--- src/rtl/multicycle_control_pkg.sv ---
// Shared types and encodings for the multicycle RV32I control unit.
// Optional feature macro: MC_CTRL_ITYPE_EN (adds the EXECI state for addi/slti/ori/andi).
package multicycle_control_pkg;

  typedef enum logic [3:0] {
    FETCH  = 4'd0,
    DECODE = 4'd1,
    MEMADR = 4'd2,
    MEMRD  = 4'd3,
    MEMWB  = 4'd4,
    MEMWR  = 4'd5,
    EXECR  = 4'd6,
    ALUWB  = 4'd7,
    BEQ    = 4'd8,
`ifdef MC_CTRL_ITYPE_EN
    EXECI  = 4'd9,
`endif
    FAULT  = 4'd15
  } state_t;

  localparam logic [6:0] OP_LW   = 7'b0000011;
  localparam logic [6:0] OP_SW   = 7'b0100011;
  localparam logic [6:0] OP_R    = 7'b0110011;
  localparam logic [6:0] OP_BEQ  = 7'b1100011;
  localparam logic [6:0] OP_I    = 7'b0010011;

  localparam logic [2:0] ALU_ADD = 3'b000;
  localparam logic [2:0] ALU_SUB = 3'b001;
  localparam logic [2:0] ALU_AND = 3'b010;
  localparam logic [2:0] ALU_OR  = 3'b011;
  localparam logic [2:0] ALU_SLT = 3'b101;

  localparam logic [1:0] ALUOP_ADD   = 2'b00;
  localparam logic [1:0] ALUOP_SUB   = 2'b01;
  localparam logic [1:0] ALUOP_RTYPE = 2'b10;
  localparam logic [1:0] ALUOP_ITYPE = 2'b11;

  localparam logic [1:0] SRCA_PC    = 2'b00;
  localparam logic [1:0] SRCA_OLDPC = 2'b01;
  localparam logic [1:0] SRCA_RS1   = 2'b10;

  localparam logic [1:0] SRCB_RS2  = 2'b00;
  localparam logic [1:0] SRCB_IMM  = 2'b01;
  localparam logic [1:0] SRCB_FOUR = 2'b10;

  localparam logic [1:0] IMM_I = 2'b00;
  localparam logic [1:0] IMM_S = 2'b01;
  localparam logic [1:0] IMM_B = 2'b10;

  localparam logic [1:0] RES_ALUOUT = 2'b00;
  localparam logic [1:0] RES_MEM    = 2'b01;
  localparam logic [1:0] RES_ALU    = 2'b10;

  localparam logic [1:0] FAULT_NONE    = 2'b00;
  localparam logic [1:0] FAULT_ILLEGAL = 2'b01;
  localparam logic [1:0] FAULT_TIMEOUT = 2'b10;

  typedef struct packed {
    logic       mem_req;
    logic       adr_src;
    logic       mem_write;
    logic       ir_write;
    logic       pc_write;
    logic       reg_write;
    logic [1:0] alu_src_a;
    logic [1:0] alu_src_b;
    logic [1:0] imm_src;
    logic [2:0] alu_ctrl;
    logic [1:0] result_src;
  } ctrl_t;

  // States that hold a memory request open and therefore run the timeout counter.
  function automatic logic is_wait_state(input state_t s);
    return (s == FETCH) || (s == MEMRD) || (s == MEMWR);
  endfunction

endpackage

--- src/rtl/multicycle_control_if.sv ---
// Single shared memory port between the control unit (master) and the memory (slave).
interface multicycle_control_if;
  // mem_req is a Moore output of the master and never depends on mem_ready; an access
  // completes in the cycle where mem_req and mem_ready are both high. AdrSrc and MemWrite
  // are meaningful only while mem_req is high.
  logic mem_req;
  logic mem_ready;
  logic AdrSrc;
  logic MemWrite;

  modport master (
    output mem_req,
    output AdrSrc,
    output MemWrite,
    input  mem_ready
  );

  modport slave (
    input  mem_req,
    input  AdrSrc,
    input  MemWrite,
    output mem_ready
  );
endinterface

--- src/rtl/multicycle_control_alu_decoder.sv ---
// ALU operation decoder: maps the main FSM's ALUop plus funct fields to an ALU control code.
module alu_decoder
  import multicycle_control_pkg::*;
(
  input  logic [1:0] ALUop,
  input  logic [2:0] funct3,
  input  logic       funct7b5,
  input  logic       opb5,
  output logic [2:0] ALUctrl,
  output logic       illegal
);

  always_comb begin
    ALUctrl = ALU_ADD;
    illegal = 1'b0;
    case (ALUop)
      ALUOP_ADD: ALUctrl = ALU_ADD;
      ALUOP_SUB: ALUctrl = ALU_SUB;
      default: begin
        // Op[5] is clear for immediate forms, so addi with Instr[30] set stays an add.
        case (funct3)
          3'b000:  ALUctrl = (funct7b5 && opb5) ? ALU_SUB : ALU_ADD;
          3'b010:  ALUctrl = ALU_SLT;
          3'b110:  ALUctrl = ALU_OR;
          3'b111:  ALUctrl = ALU_AND;
          default: illegal = 1'b1;
        endcase
      end
    endcase
  end

endmodule

--- src/rtl/multicycle_control.sv ---
// Multicycle RV32I control FSM (lw, sw, R-type add/sub/and/or/slt, beq) with memory timeout trap.
// Optional feature macro: MC_CTRL_ITYPE_EN enables addi/slti/ori/andi through the EXECI state.
module multicycle_control
  import multicycle_control_pkg::*;
#(
  parameter int TIMEOUT_CYCLES = 255
) (
  input  logic                 clk,
  input  logic                 rst_n,
  input  logic [31:0]          Instr,
  input  logic                 EQ,
  multicycle_control_if.master mem,
  output logic                 IRWrite,
  output logic                 PCWrite,
  output logic                 RegWrite,
  output logic [1:0]           ALUsrcA,
  output logic [1:0]           ALUsrcB,
  output logic [1:0]           ImmSrc,
  output logic [2:0]           ALUctrl,
  output logic [1:0]           Resultsrc,
  output logic [1:0]           fault,
  output state_t               dbg_state
);

  localparam int               CNT_W  = $clog2(TIMEOUT_CYCLES + 1);
  localparam logic [CNT_W-1:0] TO_MAX = CNT_W'(TIMEOUT_CYCLES);

  state_t           state, state_next;
  logic [CNT_W-1:0] tcnt;
  logic [1:0]       fault_q, fault_next;
  logic [1:0]       aluop;
  logic [2:0]       dec_ctrl;
  logic             dec_illegal;
  logic             timed_out;
  logic [6:0]       op;
  ctrl_t            ctrl;
  logic             unused_instr_bits;

  assign op                = Instr[6:0];
  assign unused_instr_bits = ^{Instr[31], Instr[29:15], Instr[11:7]};
  assign timed_out         = is_wait_state(state) && !mem.mem_ready && (tcnt == TO_MAX);

  alu_decoder u_alu_decoder (
    .ALUop    (aluop),
    .funct3   (Instr[14:12]),
    .funct7b5 (Instr[30]),
    .opb5     (op[5]),
    .ALUctrl  (dec_ctrl),
    .illegal  (dec_illegal)
  );

  // State register and sticky fault code.
  always_ff @(posedge clk or negedge rst_n) begin
    if (!rst_n) begin
      state   <= FETCH;
      fault_q <= FAULT_NONE;
    end else begin
      state <= state_next;
      if (state_next == FAULT && state != FAULT) begin
        fault_q <= fault_next;
      end
    end
  end

  // Counts stalled cycles of the current access; any state change restarts it.
  always_ff @(posedge clk or negedge rst_n) begin
    if (!rst_n) begin
      tcnt <= '0;
    end else if (state_next != state) begin
      tcnt <= '0;
    end else if (is_wait_state(state) && !mem.mem_ready && tcnt != TO_MAX) begin
      tcnt <= tcnt + CNT_W'(1);
    end
  end

  always_comb begin
    state_next = state;
    fault_next = FAULT_NONE;
    case (state)
      FETCH: begin
        if (mem.mem_ready) begin
          state_next = DECODE;
        end else if (timed_out) begin
          state_next = FAULT;
          fault_next = FAULT_TIMEOUT;
        end
      end
      DECODE: begin
        case (op)
          OP_LW, OP_SW: state_next = MEMADR;
          OP_R:         state_next = EXECR;
          OP_BEQ:       state_next = BEQ;
`ifdef MC_CTRL_ITYPE_EN
          OP_I:         state_next = EXECI;
`endif
          default: begin
            state_next = FAULT;
            fault_next = FAULT_ILLEGAL;
          end
        endcase
      end
      MEMADR: state_next = op[5] ? MEMWR : MEMRD;
      MEMRD: begin
        if (mem.mem_ready) begin
          state_next = MEMWB;
        end else if (timed_out) begin
          state_next = FAULT;
          fault_next = FAULT_TIMEOUT;
        end
      end
      MEMWB: state_next = FETCH;
      MEMWR: begin
        if (mem.mem_ready) begin
          state_next = FETCH;
        end else if (timed_out) begin
          state_next = FAULT;
          fault_next = FAULT_TIMEOUT;
        end
      end
      EXECR: begin
        if (dec_illegal) begin
          state_next = FAULT;
          fault_next = FAULT_ILLEGAL;
        end else begin
          state_next = ALUWB;
        end
      end
`ifdef MC_CTRL_ITYPE_EN
      EXECI: begin
        if (dec_illegal) begin
          state_next = FAULT;
          fault_next = FAULT_ILLEGAL;
        end else begin
          state_next = ALUWB;
        end
      end
`endif
      ALUWB:  state_next = FETCH;
      BEQ:    state_next = FETCH;
      FAULT:  state_next = FAULT;
      default: begin
        state_next = FAULT;
        fault_next = FAULT_ILLEGAL;
      end
    endcase
  end

  // ALU operation class per state; kept apart from the output decode that consumes dec_ctrl.
  always_comb begin
    aluop = ALUOP_ADD;
    case (state)
      EXECR: aluop = ALUOP_RTYPE;
`ifdef MC_CTRL_ITYPE_EN
      EXECI: aluop = ALUOP_ITYPE;
`endif
      BEQ:   aluop = ALUOP_SUB;
      default: aluop = ALUOP_ADD;
    endcase
  end

  always_comb begin
    ctrl          = '0;
    ctrl.alu_ctrl = dec_ctrl;
    case (state)
      FETCH: begin
        ctrl.mem_req    = 1'b1;
        ctrl.alu_src_a  = SRCA_PC;
        ctrl.alu_src_b  = SRCB_FOUR;
        ctrl.result_src = RES_ALU;
        ctrl.ir_write   = mem.mem_ready;
        ctrl.pc_write   = mem.mem_ready;
      end
      DECODE: begin
        // Branch target OldPC + ImmB lands in ALUOut for a possible beq.
        ctrl.alu_src_a = SRCA_OLDPC;
        ctrl.alu_src_b = SRCB_IMM;
        ctrl.imm_src   = IMM_B;
      end
      MEMADR: begin
        ctrl.alu_src_a = SRCA_RS1;
        ctrl.alu_src_b = SRCB_IMM;
        ctrl.imm_src   = op[5] ? IMM_S : IMM_I;
      end
      MEMRD: begin
        ctrl.mem_req = 1'b1;
        ctrl.adr_src = 1'b1;
      end
      MEMWB: begin
        ctrl.result_src = RES_MEM;
        ctrl.reg_write  = 1'b1;
      end
      MEMWR: begin
        ctrl.mem_req   = 1'b1;
        ctrl.adr_src   = 1'b1;
        ctrl.mem_write = 1'b1;
      end
      EXECR: begin
        ctrl.alu_src_a = SRCA_RS1;
        ctrl.alu_src_b = SRCB_RS2;
      end
`ifdef MC_CTRL_ITYPE_EN
      EXECI: begin
        ctrl.alu_src_a = SRCA_RS1;
        ctrl.alu_src_b = SRCB_IMM;
        ctrl.imm_src   = IMM_I;
      end
`endif
      ALUWB: begin
        ctrl.result_src = RES_ALUOUT;
        ctrl.reg_write  = 1'b1;
      end
      BEQ: begin
        ctrl.alu_src_a  = SRCA_RS1;
        ctrl.alu_src_b  = SRCB_RS2;
        ctrl.result_src = RES_ALUOUT;
        ctrl.pc_write   = EQ;
      end
      default: ctrl = '0;
    endcase
  end

  // Asserting rst_n low drops every strobe at once, including an in-flight request.
  assign mem.mem_req  = rst_n & ctrl.mem_req;
  assign mem.AdrSrc   = rst_n & ctrl.adr_src;
  assign mem.MemWrite = rst_n & ctrl.mem_write;
  assign IRWrite      = rst_n & ctrl.ir_write;
  assign PCWrite      = rst_n & ctrl.pc_write;
  assign RegWrite     = rst_n & ctrl.reg_write;
  assign ALUsrcA      = rst_n ? ctrl.alu_src_a  : 2'b00;
  assign ALUsrcB      = rst_n ? ctrl.alu_src_b  : 2'b00;
  assign ImmSrc       = rst_n ? ctrl.imm_src    : 2'b00;
  assign ALUctrl      = rst_n ? ctrl.alu_ctrl   : 3'b000;
  assign Resultsrc    = rst_n ? ctrl.result_src : 2'b00;
  assign fault        = rst_n ? fault_q         : FAULT_NONE;
  assign dbg_state    = state;

endmodule
--- src/flat_wrapper.sv ---
// flat-port wrapper written by rule: the top's interface ports become plain ports
module multicycle_control_flat import multicycle_control_pkg::*;
#(
  parameter int TIMEOUT_CYCLES = 255
)
  (clk, rst_n, Instr, EQ, IRWrite, PCWrite, RegWrite, ALUsrcA, ALUsrcB, ImmSrc, ALUctrl, Resultsrc, fault, dbg_state, mem_mem_req, mem_AdrSrc, mem_MemWrite, mem_mem_ready);
  multicycle_control_if mem_i ();
  input  logic clk;
  input  logic rst_n;
  input  logic [31:0] Instr;
  input  logic EQ;
  output logic IRWrite;
  output logic PCWrite;
  output logic RegWrite;
  output logic [1:0] ALUsrcA;
  output logic [1:0] ALUsrcB;
  output logic [1:0] ImmSrc;
  output logic [2:0] ALUctrl;
  output logic [1:0] Resultsrc;
  output logic [1:0] fault;
  output state_t dbg_state;
  output wire logic [$bits(mem_i.mem_req)-1:0] mem_mem_req;
  output wire logic [$bits(mem_i.AdrSrc)-1:0] mem_AdrSrc;
  output wire logic [$bits(mem_i.MemWrite)-1:0] mem_MemWrite;
  input wire logic [$bits(mem_i.mem_ready)-1:0] mem_mem_ready;
  assign mem_mem_req = mem_i.mem_req;
  assign mem_AdrSrc = mem_i.AdrSrc;
  assign mem_MemWrite = mem_i.MemWrite;
  assign mem_i.mem_ready = mem_mem_ready;
  multicycle_control #(.TIMEOUT_CYCLES(TIMEOUT_CYCLES)) u_core (.clk(clk), .rst_n(rst_n), .Instr(Instr), .EQ(EQ), .mem(mem_i), .IRWrite(IRWrite), .PCWrite(PCWrite), .RegWrite(RegWrite), .ALUsrcA(ALUsrcA), .ALUsrcB(ALUsrcB), .ImmSrc(ImmSrc), .ALUctrl(ALUctrl), .Resultsrc(Resultsrc), .fault(fault), .dbg_state(dbg_state));
endmodule
--- config.mk ---
export PLATFORM = sky130hd
export DESIGN_NAME = multicycle_control_flat
export DESIGN_NICKNAME = d
export VERILOG_FILES = /design/src/rtl/multicycle_control_pkg.sv /design/src/rtl/multicycle_control_if.sv /design/src/rtl/multicycle_control_alu_decoder.sv /design/src/rtl/multicycle_control.sv /design/src/flat_wrapper.sv
export SDC_FILE = /design/constraint.sdc
export NUM_CORES = 1
export LEC_CHECK = 0
export ABC_AREA = 1
export BUFFER_PORTS_ARGS = -buffer_cell sky130_fd_sc_hd__buf_4
export CAP_MARGIN = 10
export CORE_ASPECT_RATIO = 0.5
export CORE_MARGIN = 2
export CORE_UTILIZATION = 46
export DETAILED_ROUTE_END_ITERATION = 10
export PLACE_DENSITY = 0.88
export SLEW_MARGIN = 20
export SYNTH_ARGS = -nofsm -noshare
export SYNTH_HDL_FRONTEND = slang
export SYNTH_SLANG_ARGS = --single-unit
--- constraint.sdc ---
create_clock -name clk -period 1.9 [get_ports clk]
set_clock_uncertainty 0.2 [all_clocks]
set_input_delay 0 -clock clk [delete_from_list [all_inputs] [get_ports clk]]
set_output_delay 0 -clock clk [all_outputs]
set_load 0.005 [all_outputs]
==> results of run 1 <==
layout by cell type (no fill, tap or decap), types with 3 or more instances in the layout:
cell | synthesis | routed
nor2_1 | 30 | 22
clkbuf_8 | 0 | 4
nor2_2 | 7 | 8
inv_2 | 1 | 4
nand3_1 | 15 | 10
nand3_4 | 3 | 4
dfrtp_2 | 0 | 4
nand2_1 | 48 | 42
nand4_1 | 4 | 4
inv_1 | 30 | 27
dlygate4sd3_1 | 0 | 3
xor2_1 | 6 | 6
nand2_2 | 8 | 13
buf_4 | 1 | 58
nor3_1 | 5 | 5
nand3_2 | 1 | 5
a21oi_1 | 4 | 4
dfrtp_1 | 14 | 10
nor2_4 | 0 | 7
registers in the layout, indices dropped and copies added, names as in the netlist:
register          count
u_core.tcnt           8
u_core.dbg_state      4
u_core.fault_q        2
where the power goes:
part           leakage, nW  switching, mW  internal [mW]
Sequential           0.163       0.000274          0.298
Combinational        0.759         0.0334         0.0292
Clock               0.0288          0.117          0.184
Total                0.951          0.151          0.511
cell type report:
cell class,count,area share [%]
repair buffers,63,25.4
inverters,31,6.07
flip-flops and latches,14,18.5
clock buffers,4,2.87
well taps,37,2.41
multi-input cells,142,44.7
worst paths after layout:
kind                                        to  slack (ns)  cells after the start
setup / recovery                u_core.tcnt[2]       -0.19                     12
min in group asynchronous       u_core.tcnt[7]        0.72                      3
max in group asynchronous  u_core.dbg_state[3]        0.32                      3
hold reg to reg              u_core.fault_q[1]        0.31                      2
setup reg to reg                u_core.tcnt[2]       -0.19                     12
hold / removal             u_core.dbg_state[2]        0.03                      5
per-layer routing:
metal | part of all wire (%) | GRT usage, % | vias to the layer above | wire (um)
met3 | 7.7 | 3.38 | 40 | 354
met4 | 5.0 | 11.8 | 0 | 230
met5 | 0 | 0 | - | 0
met2 | 48 | 47.6 | 115 | 2210
met1 | 39 | 28.0 | 748 | 1790
li1 | - | - | 725 | -
stage by stage:
stage | cell area (um^2) | instances | worst slack [ns] | hold slack, ns | util, %
floorplan | 1210 | 189 | 0.101 | -0.496 | -
global placement | 1640 | 276 | 0.0239 | -0.328 | 64.0
detailed placement | 1640 | 276 | -0.102 | -0.325 | 64.0
CTS | 1810 | 289 | 0.0109 | 0.0106 | 70.7
global route | 1920 | 291 | -0.277 | 0.0566 | 75.1
finish | 1920 | 291 | -0.187 | 0.0331 | 75.1
worst max-delay path: stages (launching register included):
cell     delay, ns
dfrtp_2       0.45
buf_4         0.17
nand2_1       0.12
nor2_1        0.10
nand2_1       0.07
nand2_1       0.07
nor2_2        0.16
nand3_1       0.11
nand2_1       0.09
inv_1         0.05
nor2_2        0.15
nand3_4       0.15
nor2_2        0.13
logic make-up after synthesis:
kind of cell    count (synthesis)
compound gates                  9
simple gates                  125
buf+inv                        33
fa+ha+maj                       1
xor+xnor                        7
flops                          14
repair_timing:
| action | 4_1_cts | 5_1_grt |
|---|---|---|
| hold buffers | 3 | 0 |
| setup endpoints to repair | 7 | 8 |
| gates resized for setup | 14 | 26 |
| cloned | 0 | 0 |
| pin swaps | 7 | 5 |
| endpoints found under the hold margin | 15 | 0 |
| buffers inserted | 6 | 2 |
==> impl_results.md, run 1 <==
* Status: finished with violations
* Failing checks: negative setup slack
* Max H-tree Level at 1
* Post-synth EDFFs at 0
* Arrival @ worst endpoint at 2.07 ns
* Kind of critical path: flip-flop to flip-flop
* GRT Util Overall at 24.2%
* Post-synth ARST share at 100%
* Sequential share of the synthesized area at 29.0%
* Yosys reg bits at 14
* Final #Nets at 292
* Worst skew pair latency at 0.25 ns
* Crit-path max FO at 7
* Synth warnings at 0
* RSZ-0062 raised after global routing: yes
* Die height at 40.3 um
* Post-synthesis simple-gate area fraction at 50.2%
* Post-DRT Antenna Nets at 0
* Multiplexer share of the synthesized area at 0%
* Mean routed wirelength per cell at 15.7 um
* Critical path endpoint category: flip-flop
* FILL cells at 164
* Drt pass-1 iters at 4
* Yosys top cell by area: dfrtp_1
* Top cell type's share of synthesized area at 29.0%
* Synthesized area at 0.00121 mm^2
* Mean post-synth cell area at 6.40 um^2
* Vias/cell at 5.59
* # IOs at 59
* Row cnt at 13
* Slew headroom at 57.2%
* Vias at 1628
* Clock Path Buffers at 2
* Period utilization at 110%
* Num CTS Buffers at 3
* Worst setup margin at -0.187 ns
* Yosys cell types at 25
* Initial antenna violation count at 0
* Via count of the first global-routing pass at 1331
* Setup Viol. Count Final at 8
* Die Width at 76.5 um
* Crit path from: u_core.dbg_state[2]
* Port Buffers at 37
* Clk slew on worst S/H paths at 0.07 ns
* Initial Util at 47.4%
* Die area at 0.00308 mm^2
* Most common cell in the netlist: nand2_1
* Post-Synth Adder-Cell Area at 1.03%
* Clock sink count at 14
* Core area at 0.00255 mm^2
* Max VDD drop at 0.226 mV
* Launching point of the worst reg2reg path: u_core.dbg_state[2]
* Global-route wire length before repair at 5720 um
* Maxcap violations at 0
* Ratio of cells with drive above 1 in the final layout at 44.5%
* CTS tree: done
* Largest family of logic cells by synthesized area: simple AND/OR/NAND/NOR gates
* Power Dens Cells at 345 mW/mm^2
* DRC errors left at 0
* Diodes inserted at 0
* Setup TNS at -1.23 ns
* Min-delay worst type: input port to flip-flop
* Commonest cells in the netlist: nand2_1, inv_1, nor2_1
* Routed WL at 4580 um
* Starting DRC count in detailed routing at 193
* Hold Crit Start: Instr[5]
* Final Max Tran Viols at 0
* CP startpoint kind: flip-flop
* Syn_nets at 226
* Synth Area in XOR/XNOR at 5.07%
* Worst EP required at 1.88 ns
* Top cells by area, synth: dfrtp_1, nand2_1, inv_1
* Endpoints failing hold at 0
* Most used DFF post-synth: dfrtp_1
* Tot Pwr at 662 uW
* Reg area at 355 um^2
* Slew of the pin with the lowest slew margin at 0.640 ns
* Layout area overhead at 58.5%
* Leak pwr at 0.951 nW
* Post-route minimum period at 2.09 ns
* GR Overflow Total at 0
* Compound-Gate Fraction of Synth Area at 4.24%
* Maximum clock frequency at 0.479 GHz
* Placer Congestion at 0.904
* Syn Inst Count at 189
* Multi-input logic area at 857 um^2
* DP HPWL at 2570 um
* Root buffer cell: clkbuf_8
* Largest net degree at the start of global routing at 15
(Power assumes the default switching activity.)
==> run 2: changes to the inputs <==
--- a/config.mk
+++ b/config.mk
@@ -8,11 +8,10 @@
 export ABC_AREA = 1
 export BUFFER_PORTS_ARGS = -buffer_cell sky130_fd_sc_hd__buf_4
 export CAP_MARGIN = 10
-export CORE_ASPECT_RATIO = 0.5
 export CORE_MARGIN = 2
-export CORE_UTILIZATION = 46
+export CORE_UTILIZATION = 49
 export DETAILED_ROUTE_END_ITERATION = 10
-export PLACE_DENSITY = 0.88
+export PLACE_DENSITY = 0.92
 export SLEW_MARGIN = 20
 export SYNTH_ARGS = -nofsm -noshare
 export SYNTH_HDL_FRONTEND = slang
==> constraint.sdc (replaced) <==
create_clock -name clk -period 2.7 [get_ports clk]
set_clock_uncertainty 0.2 [all_clocks]
set_input_delay 0 -clock clk [delete_from_list [all_inputs] [get_ports clk]]
set_output_delay 0 -clock clk [all_outputs]
set_load 0.005 [all_outputs]
==> run 2 against run 1 <==
The run now ends clean. Critical endpoint is now u_core.dbg_state[2]. Total power fell by 39%. Global-route usage fell by 1.2 points. Hold slack got worse by 0.0074 ns. Via count fell by 21%. Die area fell by 6.5%. Wire length fell by 38%. Setup slack improved by 0.65 ns. Non-clock buffer count fell by 20. Final cell count fell by 9.3%. Clock power fell by 50%.
==> impl_results.md, run 2 (same netlist as run 1, synthesis figures left out) <==
* CP startpoint kind: flip-flop
* Initial Util at 50.2%
* Critical-path cell list: nor2_2 -> nand2_1 -> nand2_2 -> nand2_1 -> inv_1 -> nand3_1 -> nor2_1 -> nand2_2 -> dlygate4sd3_1
* Slew of the pin with the lowest slew margin at 0.608 ns
* Post-route minimum period at 2.23 ns
* Global-route wire length before repair at 4840 um
* Met1 Resource Use GR at 27.6%
* Max reg flops at 8
* Clock sink count at 14
* Routed WL at 2860 um
* Flop2flop setup slack at 0.47 ns
* Maximum clock frequency at 0.448 GHz
* Max H-tree Level at 1
* Post-layout util at 66.8%
* Critical path endpoint category: flip-flop
* Diodes inserted at 0
* Placed insts at 254
* Vias at 1293
* Placer Congestion at 0.933
* Maxcap violations at 0
* Layer with the highest usage: met2
* R2r worst-path depth at 9
* Via count of the first global-routing pass at 1170
* GR Overflow Total at 0
* Worst EP required at 2.68 ns
* Leak pwr at 0.847 nW
* # IOs at 59
* Final Max Tran Viols at 0
* Mean routed wirelength per cell at 10.8 um
* Layout area overhead at 33.1%
* Worst setup margin at 0.467 ns
* Post-route insts no fill at 264
* Post-route cell area at 0.00161 mm^2
* Largest net degree at the start of global routing at 15
* Port Buffers at 37
* Kind of critical path: flip-flop to flip-flop
* Die area at 0.00288 mm^2
* Vias/cell at 4.90
* Endpoints failing hold at 0
* Core area at 0.00241 mm^2
* Worst Hold Depth at 7
* Clock Path Buffers at 2
* Initial antenna violation count at 0
* Worst skew pair latency at 0.29 ns
* Reg area at 350 um^2
* Status: finished, final reports clean
* Power Dens Cells at 252 mW/mm^2
* Slew headroom at 59.3%
* Most frequent cells in the layout: nand2_1, buf_4, inv_1, nor2_1, nand3_1
* Clk slew on worst S/H paths at 0.08 ns
* CP delay by family, top: simple AND/OR/NAND/NOR gates
* Max VDD drop at 0.201 mV
* DRC errors left at 0
* Final #Nets at 272
* Largest Register: u_core.tcnt
* Post-DRT Antenna Nets at 0
* Met2 Use GR at 39.6%
* Hold endpoint: u_core.dbg_state[0]
* Die height at 53.7 um
* Period utilization at 82.7%
* Drt pass-1 iters at 4
* Num CTS Buffers at 3
* Min-delay worst type: input port to flip-flop
* Setup repair bufs after CTS at 0
* Starting DRC count in detailed routing at 10
* Area after DPL at 0.00151 mm^2
* Root buffer cell: clkbuf_4
* Launching point of the worst reg2reg path: u_core.dbg_state[1]
* FILL cells at 199
* Crit-path max FO at 7
* Setup Slack @ Placement at 0.629 ns
* Ratio of cells with drive above 1 in the final layout at 26.5%
* GRT Util Overall at 23.0%
* R2R Path End: u_core.dbg_state[2]
* Arrival @ worst endpoint at 2.21 ns
* Setup TNS at 0 ns
* Die Width at 53.7 um
* Slowest cell on crit path: dlygate4sd3_1
* DP HPWL at 2300 um
* Critical path buffers and inverters at 2
* CTS tree: done
* CP peak stage delay at 0.55 ns
* Setup Viol. Count Final at 0
* Hold Crit Start: Instr[6]
* Leading cell type in the layout, fill and taps excluded: nand2_1
* Multi-input logic area at 732 um^2
* Row cnt at 18
* RSZ-0062 raised after global routing: no
* Global routing usage on met3 at 3.61%
[run 2: cell types whose count changed in the layout (fill, tap and decap cells not counted), sizes merged]
| cell | before | now |
|---|---|---|
| buf | 60 | 37 |
| dlygate4sd3 | 3 | 6 |
[run 2: timing repair]
| action | in CTS | in global routing |
|---|---|---|
| hold endpoints to repair | 18 | 0 |
| gates resized for setup | 0 | 0 |
| hold buffers | 6 | 0 |
[run 2: metrics by stage]
step	hold slack (ns)	total power, mW
after CTS	0.0249	0.407
final	0.0257	0.405
after global routing	0.0571	0.425
after detailed placement	-0.328	0.252
after floorplan	-0.496	0.227
after global placement	-0.331	0.251
[run 2: worst max-delay path by stage]
| stage | from | endpoint | slack (ns) | depth (start not counted) |
|---|---|---|---|---|
| 2_1_floorplan | u_core.dbg_state[2] | u_core.tcnt[4] | 0.90 | 7 |
| 3_3_place_gp | u_core.dbg_state[2] | u_core.tcnt[4] | 0.72 | 7 |
| 3_5_place_dp | u_core.dbg_state[1] | u_core.tcnt[5] | 0.63 | 11 |
| 4_1_cts | u_core.dbg_state[1] | u_core.dbg_state[2] | 0.47 | 9 |
| 5_1_grt | u_core.dbg_state[1] | u_core.dbg_state[2] | 0.34 | 9 |
| 6_report | u_core.dbg_state[1] | u_core.dbg_state[2] | 0.47 | 9 |
[run 2: routing by layer]
metal,up-vias,routed length (um)
met5,-,0
met4,0,55
met3,7,90
met2,30,1450
met1,571,1270
li1,685,-
[run 2: worst register-to-register path, delay by kind of cell (launching register included)]
kind | cells | cell delay (ns)
buffers and inverters | 2 | 0.60
and+or+nand+nor | 7 | 0.85
DFF | 1 | 0.48
[run 2: layout make-up]
class	count	share of cell area, %
inverter	31	7.23
timing repair buffer	43	21.0
clock buffer	4	2.25
sequential	14	21.8
tap	30	2.33
multi-input combinational	142	45.5
[run 2: where the power goes]
group | switching [mW] | internal (mW) | leakage, nW
Clock | 0.0690 | 0.0822 | 0.0210
Combinational | 0.0216 | 0.0227 | 0.662
Sequential | 0.000161 | 0.210 | 0.164
Total | 0.0907 | 0.315 | 0.847
